$ cat src/rtl/hazard_scoreboard_pkg.sv
// Shared types for the ID-stage hazard scoreboard:
// forwarding select encoding and in-flight stage tags.
package hazard_scoreboard_pkg;

  localparam int TAG_AW = 5;

  localparam logic [2:0] FWD_RF    = 3'b001;
  localparam logic [2:0] FWD_EXMEM = 3'b010;
  localparam logic [2:0] FWD_MEMWB = 3'b100;

  typedef struct packed {
    logic              v;
    logic [TAG_AW-1:0] rd;
    logic              load;
  } stage_tag_t;

  // EX/MEM wins over MEM/WB; a WB-only match reads the regfile
  function automatic logic [2:0] fwd_sel(
    input logic ex_hit,
    input logic mem_hit
  );
    if (ex_hit)       return FWD_EXMEM;
    else if (mem_hit) return FWD_MEMWB;
    else              return FWD_RF;
  endfunction

endpackage

$ cat src/rtl/hazard_scoreboard_mul_tracker.sv
// Multi-cycle multiply occupancy: countdown, writeback
// strobe and the busy-unit hazard compare.
module mul_tracker
  import hazard_scoreboard_pkg::*;
#(
  parameter int REG_AW  = TAG_AW,
  parameter int MUL_LAT = 4
) (
  input  logic              clk,
  input  logic              rst_n,
  input  logic              issue_mul_i,
  input  logic [REG_AW-1:0] id_rs_i,
  input  logic [REG_AW-1:0] id_rt_i,
  input  logic              rd_a_i,
  input  logic              rd_b_i,
  input  logic              id_reg_write_i,
  input  logic [REG_AW-1:0] id_rd_i,
  input  logic              id_is_mul_i,
  output logic              hazard_o,
  output logic              wr_en_o,
  output logic [REG_AW-1:0] wr_rd_o
);

  logic [3:0]        cnt_q, cnt_d;
  logic [REG_AW-1:0] rd_q, rd_d;
  logic              busy;
  logic              raw, waw;

  always_comb begin
    busy = (cnt_q != 4'd0);
    raw  = (rd_a_i & (id_rs_i == rd_q))
         | (rd_b_i & (id_rt_i == rd_q));
    waw  = id_reg_write_i
         & (id_rd_i != '0)
         & (id_rd_i == rd_q);
    hazard_o = busy & (raw | waw | id_is_mul_i);
    wr_en_o  = (cnt_q == 4'd1) & (rd_q != '0);
    wr_rd_o  = rd_q;
  end

  always_comb begin
    cnt_d = cnt_q;
    rd_d  = rd_q;
    if (busy) cnt_d = cnt_q - 4'd1;
    if (issue_mul_i) begin
      cnt_d = 4'(MUL_LAT);
      rd_d  = id_rd_i;
    end
  end

  always_ff @(posedge clk or negedge rst_n) begin
    if (!rst_n) begin
      cnt_q <= 4'd0;
      rd_q  <= '0;
    end else begin
      cnt_q <= cnt_d;
      rd_q  <= rd_d;
    end
  end

endmodule

$ cat src/rtl/hazard_scoreboard.sv
// ID-stage hazard scoreboard: load-use and multiply stalls,
// registered one-hot forwarding selects for EX.
module hazard_scoreboard
  import hazard_scoreboard_pkg::*;
#(
  parameter int REG_AW  = TAG_AW,
  parameter int MUL_LAT = 4
) (
  input  logic              clk,
  input  logic              rst_n,
  input  logic              id_valid,
  input  logic              id_flush,
  input  logic [REG_AW-1:0] id_rs,
  input  logic [REG_AW-1:0] id_rt,
  input  logic              id_use_rs,
  input  logic              id_use_rt,
  input  logic              id_reg_write,
  input  logic [REG_AW-1:0] id_rd,
  input  logic              id_is_load,
  input  logic              id_is_mul,
  output logic              stall,
  output logic [2:0]        fwdA,
  output logic [2:0]        fwdB,
  output logic              mul_wr_en,
  output logic [REG_AW-1:0] mul_wr_rd
);

  stage_tag_t ex_q, mem_q, wb_q, ex_d;
  logic [2:0] fwd_a_q, fwd_a_d;
  logic [2:0] fwd_b_q, fwd_b_d;

  logic rd_a, rd_b, wr_ok;
  logic load_use, mul_haz, issue;
  logic ex_a, ex_b, mem_a, mem_b;

  mul_tracker #(
    .REG_AW  (REG_AW),
    .MUL_LAT (MUL_LAT)
  ) u_mul (
    .clk            (clk),
    .rst_n          (rst_n),
    .issue_mul_i    (issue & id_is_mul),
    .id_rs_i        (id_rs),
    .id_rt_i        (id_rt),
    .rd_a_i         (rd_a),
    .rd_b_i         (rd_b),
    .id_reg_write_i (id_reg_write),
    .id_rd_i        (id_rd),
    .id_is_mul_i    (id_is_mul),
    .hazard_o       (mul_haz),
    .wr_en_o        (mul_wr_en),
    .wr_rd_o        (mul_wr_rd)
  );

  always_comb begin
    rd_a  = id_use_rs & (id_rs != '0);
    rd_b  = id_use_rt & (id_rt != '0);
    wr_ok = id_reg_write & (id_rd != '0) & ~id_is_mul;

    ex_a  = ex_q.v  & rd_a & (ex_q.rd  == id_rs);
    ex_b  = ex_q.v  & rd_b & (ex_q.rd  == id_rt);
    mem_a = mem_q.v & rd_a & (mem_q.rd == id_rs);
    mem_b = mem_q.v & rd_b & (mem_q.rd == id_rt);

    load_use = ex_q.load & (ex_a | ex_b);
    stall    = id_valid & ~id_flush & (load_use | mul_haz);
    issue    = id_valid & ~id_flush & ~stall;
  end

  always_comb begin
    ex_d    = '0;
    fwd_a_d = FWD_RF;
    fwd_b_d = FWD_RF;
    if (issue) begin
      ex_d.v    = wr_ok;
      ex_d.rd   = id_rd;
      ex_d.load = id_is_load;
      fwd_a_d   = fwd_sel(ex_a, mem_a);
      fwd_b_d   = fwd_sel(ex_b, mem_b);
    end
  end

  always_ff @(posedge clk or negedge rst_n) begin
    if (!rst_n) begin
      ex_q    <= '0;
      mem_q   <= '0;
      wb_q    <= '0;
      fwd_a_q <= FWD_RF;
      fwd_b_q <= FWD_RF;
    end else begin
      wb_q    <= mem_q;
      mem_q   <= ex_q;
      ex_q    <= ex_d;
      fwd_a_q <= fwd_a_d;
      fwd_b_q <= fwd_b_d;
    end
  end

  assign fwdA = fwd_a_q;
  assign fwdB = fwd_b_q;

endmodule
$ cat config.mk
export PLATFORM = sky130hd
export DESIGN_NAME = hazard_scoreboard
export DESIGN_NICKNAME = d
export VERILOG_FILES = /design/src/rtl/hazard_scoreboard_pkg.sv /design/src/rtl/hazard_scoreboard_mul_tracker.sv /design/src/rtl/hazard_scoreboard.sv
export SDC_FILE = /design/constraint.sdc
export NUM_CORES = 1
export LEC_CHECK = 0
export ABC_AREA = 0
export CORE_AREA = 2 2 45 88
export DETAILED_ROUTE_END_ITERATION = 12
export DIE_AREA = 0 0 47 90
export PLACE_DENSITY = 0.71
export SYNTH_ARGS = -nofsm -noshare
export SYNTH_HDL_FRONTEND = slang
export SYNTH_SLANG_ARGS = --single-unit
$ cat constraint.sdc
create_clock -name clk -period 3.5 [get_ports clk]
set_input_delay 0.875 -clock clk [delete_from_list [all_inputs] [get_ports clk]]
set_output_delay 0.875 -clock clk [all_outputs]
set_load 0.01 [all_outputs]
; Word level (Yosys, flattened, before mapping)
; Cells that the tools add are included.
[word_totals]
ff_bits = 28
mem_count = 0
ram_bits = 0
mem_bits_ro = 0
latch_bits = 0
in_bits = 24
elab_cells = 63
out_inout_bits = 13
[op_classes]
div = 0
eq_ne = 8
n_addsub = 1
shift = 0
bitwise = 30
n_lt_le_gt_ge = 0
mul = 0
n_reduce_logical = 6
muxes = 9
[ops]
columns = operator, n
row1 = $eq 5x5->1, 7
row2 = $and 1x1->1, 22
row3 = $reduce_bool 5->1, 4
row4 = $mux 3, 6
row5 = $mux 4, 2
row6 = $mux 7, 1
row7 = $or 1x1->1, 5
row8 = $eq 4x1->1 const B, 1
row9 = $reduce_bool 4->1, 1
row10 = $sub 4x1->4 const B, 1
row11 = $not 1->1, 3
row12 = $reduce_bool 2->1, 1

; Longest topological paths before layout
; Gate-level depths: netlist of run 1.
[logic_depth]
word_depth = 13
mapped_depth = 6
depth_no_buf = 6

; By module
; Synthesis of run 1 repeated with hierarchy kept, for this count alone.
[hier_totals]
cells_unflattened = 144
hier_area_um2 = 1554.0
[modules_own_cells]
columns = module, area_per_inst_um2, cells_per_inst, seq_area_each_um2, instances
row1 = hazard_scoreboard, 934.6, 82, 478.0, 1
row2 = mul_tracker, 619.3, 62, 225.2, 1

; Worst setup path after synthesis of run 1
; No wires, ideal clock.
[synth_path]
path_type = input to output
start = in id_rs[0]
end = out stall
n_path_buf = 0
cell_stages = 6
t_required_ps = 2625
setup_slack_ps = 339
arrival_time_ps = 2286
path_cell_list = or4_1 > o21ai_2 > or4_1 > a31oi_1 > inv_1 > a21oi_1
[synth_via]
elab_chain_cells = 9
elab_cells_between_ends = 15
classes_between = eq/ne (2) / bitwise (12) / reduce/logical (1)
[synth_lines]
columns = item, line
row1 = "start, declared", hazard_scoreboard.sv:13  ; input logic [REG_AW-1:0] id_rs,
row2 = $reduce_bool 5->1, hazard_scoreboard.sv:56  ; rd_a = id_use_rs & (id_rs != '0);
row3 = $and 1x1->1, hazard_scoreboard.sv:56
row4 = $and 1x1->1, hazard_scoreboard_mul_tracker.sv:31  ; raw = (rd_a_i & (id_rs_i == rd_q))
row5 = $or 1x1->1, hazard_scoreboard_mul_tracker.sv:32  ; | (rd_b_i & (id_rt_i == rd_q));
row6 = $or 1x1->1 (2 in series), hazard_scoreboard_mul_tracker.sv:36  ; hazard_o = busy & (raw | waw | id_is_mul_i);
row7 = $and 1x1->1, hazard_scoreboard_mul_tracker.sv:36
row8 = $or 1x1->1 *, hazard_scoreboard.sv:66  ; stall = id_valid & ~id_flush & (load_use | mul_haz);
row9 = $and 1x1->1 *, hazard_scoreboard.sv:66
row10 = "end, declared", hazard_scoreboard.sv:21  ; output logic stall,
; Mark *: on every way between the ends. The rest lies on a longest branch, timed or not.

; Worst setup path in the final report of run 1
[layout_path]
start = in id_rt[2]
end = out stall
[layout_via]
elab_chain_cells = 9
elab_cells_between_ends = 15
classes_between = eq/ne (2) / bitwise (12) / reduce/logical (1)
[layout_lines]
columns = item, line
row1 = "start, declared", hazard_scoreboard.sv:14  ; input logic [REG_AW-1:0] id_rt,
row2 = $reduce_bool 5->1, hazard_scoreboard.sv:57  ; rd_b = id_use_rt & (id_rt != '0);
row3 = $and 1x1->1, hazard_scoreboard.sv:57
row4 = $and 1x1->1, hazard_scoreboard_mul_tracker.sv:32
row5 = $or 1x1->1, hazard_scoreboard_mul_tracker.sv:32
row6 = $or 1x1->1 (2 in series), hazard_scoreboard_mul_tracker.sv:36
row7 = $and 1x1->1, hazard_scoreboard_mul_tracker.sv:36
row8 = $or 1x1->1 *, hazard_scoreboard.sv:66
row9 = $and 1x1->1 *, hazard_scoreboard.sv:66
; Marked as above.

==> impl_metrics.env, run 1 <==
export IMPL_status="complete, no violations"
export IMPL_maxSlewViolCount=0
export IMPL_core_area_mm2=0.00357
export IMPL_vias_per_cell=5.06
export IMPL_syn_avg_cell_area_um2=11.5
export IMPL_chipWidth_um=47
export IMPL_skew_ns=0.00193
export IMPL_hp_start="ex_q[4]"
export IMPL_fin_crit_ns=3.46
export IMPL_crit_required_ns=2.62
export IMPL_setup_violations=0
export IMPL_max_freq_mhz=289
export IMPL_fin_ws_ns=0.0404
export IMPL_synth_distinct_cells=36
export IMPL_die_h_um=90
export IMPL_comb_power_share_pct=39.3
export IMPL_ys_warn_count=0
export IMPL_cts_buffers=3
export IMPL_ios=37
export IMPL_intPower_uw=814
export IMPL_final_fill_count=302
export IMPL_pwr_share_clk_pct=21.3
export IMPL_hold_path_depth=0
export IMPL_min_path_type="reg -> reg"
export IMPL_cts_sinks=28
export IMPL_p_leak_uw=0.00101
export IMPL_grt_pass1_vias=1488
export IMPL_reg2regPathDepth=8
export IMPL_relSlewSlack_pct=67.0
export IMPL_gp_congestion=0.892
export IMPL_post_route_period_util_pct=98.8
export IMPL_final_layout_size_suffix_gt1_share_pct=28.8
export IMPL_clk_pin_slew_ns=0.10
export IMPL_worst_pin_slew_ns=0.494
export IMPL_power_total_uw=1210
export IMPL_initial_core_util_pct=43.1
export IMPL_ys_ff_latch=28
export IMPL_drt_iter0_drc=15
export IMPL_grt_max_degree=29
export IMPL_final_cell_mix="buf_4 (30), dfrtp_1 (26), clkdlybuf4s50_1 (22)"
export IMPL_max_cap_violations=0
export IMPL_p_switching_uw=397
export IMPL_dp_slack_ns=-0.589
export IMPL_clock_latency_ns=0.28
export IMPL_cts_tree="done"
export IMPL_hold_end="mem_q[4]"
export IMPL_die_area_mm2=0.00423
export IMPL_pwr_density_cell_mw_per_mm2=523
export IMPL_ff_latch_area_um2=703
export IMPL_area_delta_synth_final_pct=50.6
export IMPL_r2r_slack_ns=1.31
export IMPL_cp_arrival_ns=2.58
export IMPL_grt_overflow_total=0
export IMPL_clockRootBuffer="clkbuf_8"
export IMPL_layout_commonest_cell="buf_4"
export IMPL_multi_input_area_um2=890
export IMPL_hold_buffers=0
export IMPL_hold_viol_final=0
export IMPL_clk_path_buf_depth=2
export IMPL_cp_start_kind="input port"
export IMPL_dp_hpwl_um=3040
export IMPL_h_tree_depth=1
export IMPL_crit_path_end_kind="output port"
export IMPL_rows=31
export IMPL_syn_inst=134
export IMPL_grt_total_usage_pct=20.8
export IMPL_wirelength_um=3900
export IMPL_critPathKind="in -> out"
export IMPL_r2r_start="ex_q[2]"
export IMPL_drt_first_pass_iters=4
export IMPL_post_route_drc_count=0
export IMPL_antenna_found_initial=0
export IMPL_antenna_cells=0
export IMPL_whs_ns=0.448
export IMPL_synthesis_area_mm2=0.00154
export IMPL_seqPwrFrac_pct=39.4
export IMPL_yosysSeqAreaShare_pct=45.7
export IMPL_ant_nets=0
export IMPL_peakVddDrop_uv=373
export IMPL_p_sw_share_pct=32.8
export IMPL_critical_path_max_fanout=3
export IMPL_post_drt_wl_per_cell_um=15.4
export IMPL_r2r_end="u_mul.wr_rd_o[1]"
export IMPL_fin_nets=232
export IMPL_grt_pass1_wl_um=6600
export IMPL_syn_nets=160
export IMPL_num_vias=1284
export IMPL_io_buffer_count=36
==> metrics by stage <==
step | TNS [ns] | cell area, um2 | cells | utilization, %
after global routing | -0.0147 | 2320 | 254 | 64.9
final | 0 | 2320 | 254 | 64.9
after detailed placement | -0.589 | 2170 | 247 | 60.8
after floorplan | 0 | 1540 | 134 | -
after global placement | -0.596 | 2170 | 247 | 60.8
after CTS | 0 | 2310 | 254 | 64.6
==> synthesized netlist by cell type, drive strengths merged <==
master,count,area [um2]
dfrtp,26,651
nor2,3,11.3
and3b,1,8.76
o2111ai,2,17.5
nor4b,1,8.76
nor4,4,25.0
nor2b,1,6.26
ha,2,25.0
o21a,1,7.51
inv,3,11.3
a21o,1,7.51
a41oi,1,8.76
xnor2,21,184
nand3b,1,7.51
or3,1,6.26
nand2b,2,12.5
a21oi,1,5.00
xor2,15,131
nand3,3,15.0
nor3,4,20.0
or4,6,45.0
nand2,3,11.3
o21ai,4,38.8
nor3b,2,20.0
nand4,5,46.3
a31oi,1,6.26
and2,8,50.1
dfstp,2,52.6
nand4b,2,17.5
mux2,5,56.3
and4b,2,23.8
==> flip-flops by register name (all words and copies together) (netlist names) <==
signal,count
ex_q,7
mem_q,6
u_mul.wr_rd_o,5
u_mul.cnt_q,4
fwdA,3
fwdB,3
==> repair_timing <==
action                                  4_1_cts  5_1_grt
buffers inserted                              3        0
resized for setup                            29        2
endpoints found under the hold margin         0        0
pin swaps                                     6        2
endpoints found under the setup margin        1        1
==> cells by family (layout without fill, tap and decap cells) <==
| kind of cell | after synthesis | count (layout) | share of synthesized area, % |
|---|---|---|---|
| buf+inv | 3 | 74 | 0.732 |
| compound gates | 11 | 11 | 5.94 |
| mux | 5 | 5 | 3.66 |
| simple gates | 49 | 49 | 21.8 |
| fa+ha+maj | 2 | 2 | 1.63 |
| flops | 28 | 28 | 45.7 |
| xor+xnor | 36 | 36 | 20.5 |
==> final cells by class <==
cell class                      instances  share of cell area [%]
Clock buffer                            3                    1.78
Clock inverter                          1                    1.30
Inverter                                3                   0.486
Multi-Input combinational cell        103                    38.4
Sequential cell                        28                    30.4
Tap cell                               49                    2.65
Timing Repair Buffer                   67                    25.0
==> worst max-delay path: stages <==
cell and delay, ns:
dlygate4sd2_1 0.28, or4_4 0.55, o21ai_4 0.16, buf_4 0.14, and4b_4 0.21, o21ai_4 0.15, a21oi_1 0.08, buf_2 0.14
==> layer usage <==
layer  GRT usage (%)  wire (um)  part of all wire (%)
met5               0          0                     0
met3            1.61         70                   1.8
met2            37.6       2330                    60
met4            8.10         81                   2.1
met1            23.0       1420                    36
==> worst max-delay path by stage <==
stage          slack, ns  endpoint  startpoint  cells past startpoint
2_1_floorplan       0.34     stall    id_rs[0]                      6
3_3_place_gp       -0.60     stall    id_rt[3]                      8
3_5_place_dp       -0.59     stall    id_rt[3]                      8
4_1_cts             0.03     stall    id_rd[4]                      8
5_1_grt            -0.01     stall    id_rt[2]                      8
6_report            0.04     stall    id_rt[2]                      8
==> power groups by stage <==
| stage | combinational (uW) | sequential, uW | clock [uW] |
|---|---|---|---|
| 2_1_floorplan | 241 | 477 | 0 |
| 3_3_place_gp | 438 | 481 | 0 |
| 3_5_place_dp | 452 | 483 | 0 |
| 4_1_cts | 480 | 478 | 262 |
| 5_1_grt | 527 | 491 | 270 |
| 6_report | 476 | 477 | 258 |
Power figures use the tool's default switching activity.
==> inputs of run 2 (changes only) <==
--- a/config.mk
+++ b/config.mk
@@ -6,9 +6,9 @@
 export NUM_CORES = 1
 export LEC_CHECK = 0
 export ABC_AREA = 0
-export CORE_AREA = 2 2 45 88
+export CORE_AREA = 5 5 48 91
 export DETAILED_ROUTE_END_ITERATION = 12
-export DIE_AREA = 0 0 47 90
+export DIE_AREA = 0 0 53 96
 export PLACE_DENSITY = 0.71
 export SYNTH_ARGS = -nofsm -noshare
 export SYNTH_HDL_FRONTEND = slang
==> constraint.sdc (replaced) <==
create_clock -name clk -period 3.5 [get_ports clk]
set_input_delay 0.35 -clock clk [delete_from_list [all_inputs] [get_ports clk]]
set_output_delay 0.35 -clock clk [all_outputs]
set_load 0.01 [all_outputs]
==> impl_metrics.env, run 2 (synthesis results as in run 1) <==
export IMPL_skew_ns=0.00160
export IMPL_critPathKind="in -> out"
export IMPL_pwr_density_cell_mw_per_mm2=542
export IMPL_num_vias=1217
export IMPL_ios=37
export IMPL_grt_util_met1_pct=17.0
export IMPL_seqPwrFrac_pct=43.3
export IMPL_clk_path_buf_depth=2
export IMPL_h_tree_depth=1
export IMPL_gp_congestion=0.897
export IMPL_busiest_layer="met2"
export IMPL_final_cell_mix="clkdlybuf4s50_1 (36), dfrtp_1 (26), xnor2_1 (21)"
export IMPL_min_path_type="in -> async"
export IMPL_setup_violations=0
export IMPL_peakVddDrop_uv=404
export IMPL_hold_buffers=0
export IMPL_grt_overflow_total=0
export IMPL_fin_crit_ns=3.17
export IMPL_initial_core_util_pct=42.6
export IMPL_cts_tree="done"
export IMPL_comb_power_share_pct=38.7
export IMPL_layout_commonest_cell="clkdlybuf4s50_1"
export IMPL_r2r_end="u_mul.wr_rd_o[0]"
export IMPL_io_buffer_count=36
export IMPL_antenna_found_initial=0
export IMPL_drt_first_pass_iters=4
export IMPL_path_delay_family="buffers and inverters"
export IMPL_rsz0062_at_grt="false"
export IMPL_clk_pin_slew_ns=0.09
export IMPL_critical_path_max_fanout=4
export IMPL_path_cells="clkdlybuf4s50_1 > or4_1 > o21ai_2 > or4_1 > a31oi_1 > inv_1 > a21oi_1 > clkdlybuf4s50_1"
export IMPL_r2r_start="ex_q[2]"
export IMPL_r2r_slack_ns=1.31
export IMPL_post_route_drc_count=0
export IMPL_crit_required_ns=3.15
export IMPL_path_buf_inv=3
export IMPL_cp_startpoint="id_rs[1]"
export IMPL_status="complete, no violations"
export IMPL_die_h_um=96
export IMPL_cts_sinks=28
export IMPL_grt_pass1_wl_um=6270
export IMPL_clockRootBuffer="clkbuf_8"
export IMPL_p_sw_share_pct=33.4
export IMPL_vias_per_cell=5.38
export IMPL_p_switching_uw=369
export IMPL_p_leak_uw=0.000831
export IMPL_grt_pass1_vias=1370
export IMPL_final_util_pct=56.5
export IMPL_post_route_period_util_pct=90.7
export IMPL_grt_max_degree=29
export IMPL_cts_buffers=3
export IMPL_wirelength_um=3720
export IMPL_use_met3_pct=2.17
export IMPL_pwr_share_clk_pct=17.9
export IMPL_post_cts_buffers=0
export IMPL_chipWidth_um=53
export IMPL_slowest_delay_ns=0.62
export IMPL_relSlewSlack_pct=66.8
export IMPL_max_cap_violations=0
export IMPL_reg2regPathDepth=6
export IMPL_fin_nets=204
export IMPL_cts_resized=0
export IMPL_largest_register_ffs=7
export IMPL_dp_hpwl_um=2970
export IMPL_grt_total_usage_pct=16.8
export IMPL_max_freq_mhz=315
export IMPL_hold_viol_final=0
export IMPL_crit_path_end_kind="output port"
export IMPL_post_drt_wl_per_cell_um=16.4
export IMPL_crit_end="stall"
export IMPL_final_layout_size_suffix_gt1_share_pct=11.3
export IMPL_clock_latency_ns=0.27
export IMPL_path_depth=8
export IMPL_cp_start_kind="input port"
export IMPL_area_delta_synth_final_pct=32.5
export IMPL_die_area_mm2=0.00509
export IMPL_maxSlewViolCount=0
export IMPL_cp_arrival_ns=2.82
export IMPL_regMostFlops="ex_q"
export IMPL_worst_pin_slew_ns=0.494
export IMPL_intPower_uw=735
export IMPL_rows=31
export IMPL_cpMaxStageDelayCell="clkdlybuf4s50_1"
export IMPL_core_area_mm2=0.00361
export IMPL_drt_iter0_drc=8
export IMPL_antenna_cells=0
export IMPL_ant_nets=0
export IMPL_use_met2_pct=32.5
export IMPL_fin_tns_setup_ns=0
## run 2: layout make-up
type / instances / area (um2)
well taps: 49 / 61.3
flip-flops and latches: 28 / 703
clock buffers: 4 / 55.1
repair buffers: 39 / 383
multi-input cells: 103 / 823
fillers: 331 / 1570
inverters: 3 / 11.3
## run 2: how the worst min path moves through the flow
stage	cells after the start	to	slack (ns)	from
after floorplan	0	ex_q[0]	0.05	rst_n
after global placement	0	mem_q[2]	0.42	ex_q[2]
after detailed placement	0	mem_q[3]	0.43	ex_q[3]
after CTS	2	u_mul.cnt_q[3]	0.45	rst_n
after global routing	2	u_mul.cnt_q[3]	0.45	rst_n
final	2	u_mul.cnt_q[3]	0.45	rst_n
## run 2: power by group through the flow
stage,combinational (uW),clock (uW),sequential [uW]
after detailed placement,429,0,484
after floorplan,241,0,477
after global placement,416,0,482
after global routing,470,222,489
after CTS,433,207,478
final,428,198,479
## run 2: worst register-to-register path, delay by kind of cell, from the launching register on
kind            cells  cell delay [ns]
xor+xnor            1             0.18
mux                 1             0.35
simple gates        3             1.01
flops               1             0.43
compound gates      1             0.11
## run 2: layer usage
layer  part of all wire, %  up-vias
li1                      -      564
met1                    35      611
met2                    59       32
met3                   2.9       10
met4                   2.9        0
met5                     0        -
## run 2: stage by stage
stage | total power, uW | hold slack, ns | cells | setup WS, ns | cell area (um2)
after floorplan | 719 | 0.0544 | 134 | 1.30 | 1540
after global placement | 897 | 0.421 | 222 | 0.370 | 1980
after detailed placement | 913 | 0.432 | 222 | 0.330 | 1980
after CTS | 1120 | 0.450 | 226 | 0.327 | 2040
after global routing | 1180 | 0.454 | 226 | 0.189 | 2040
final | 1100 | 0.445 | 226 | 0.326 | 2040
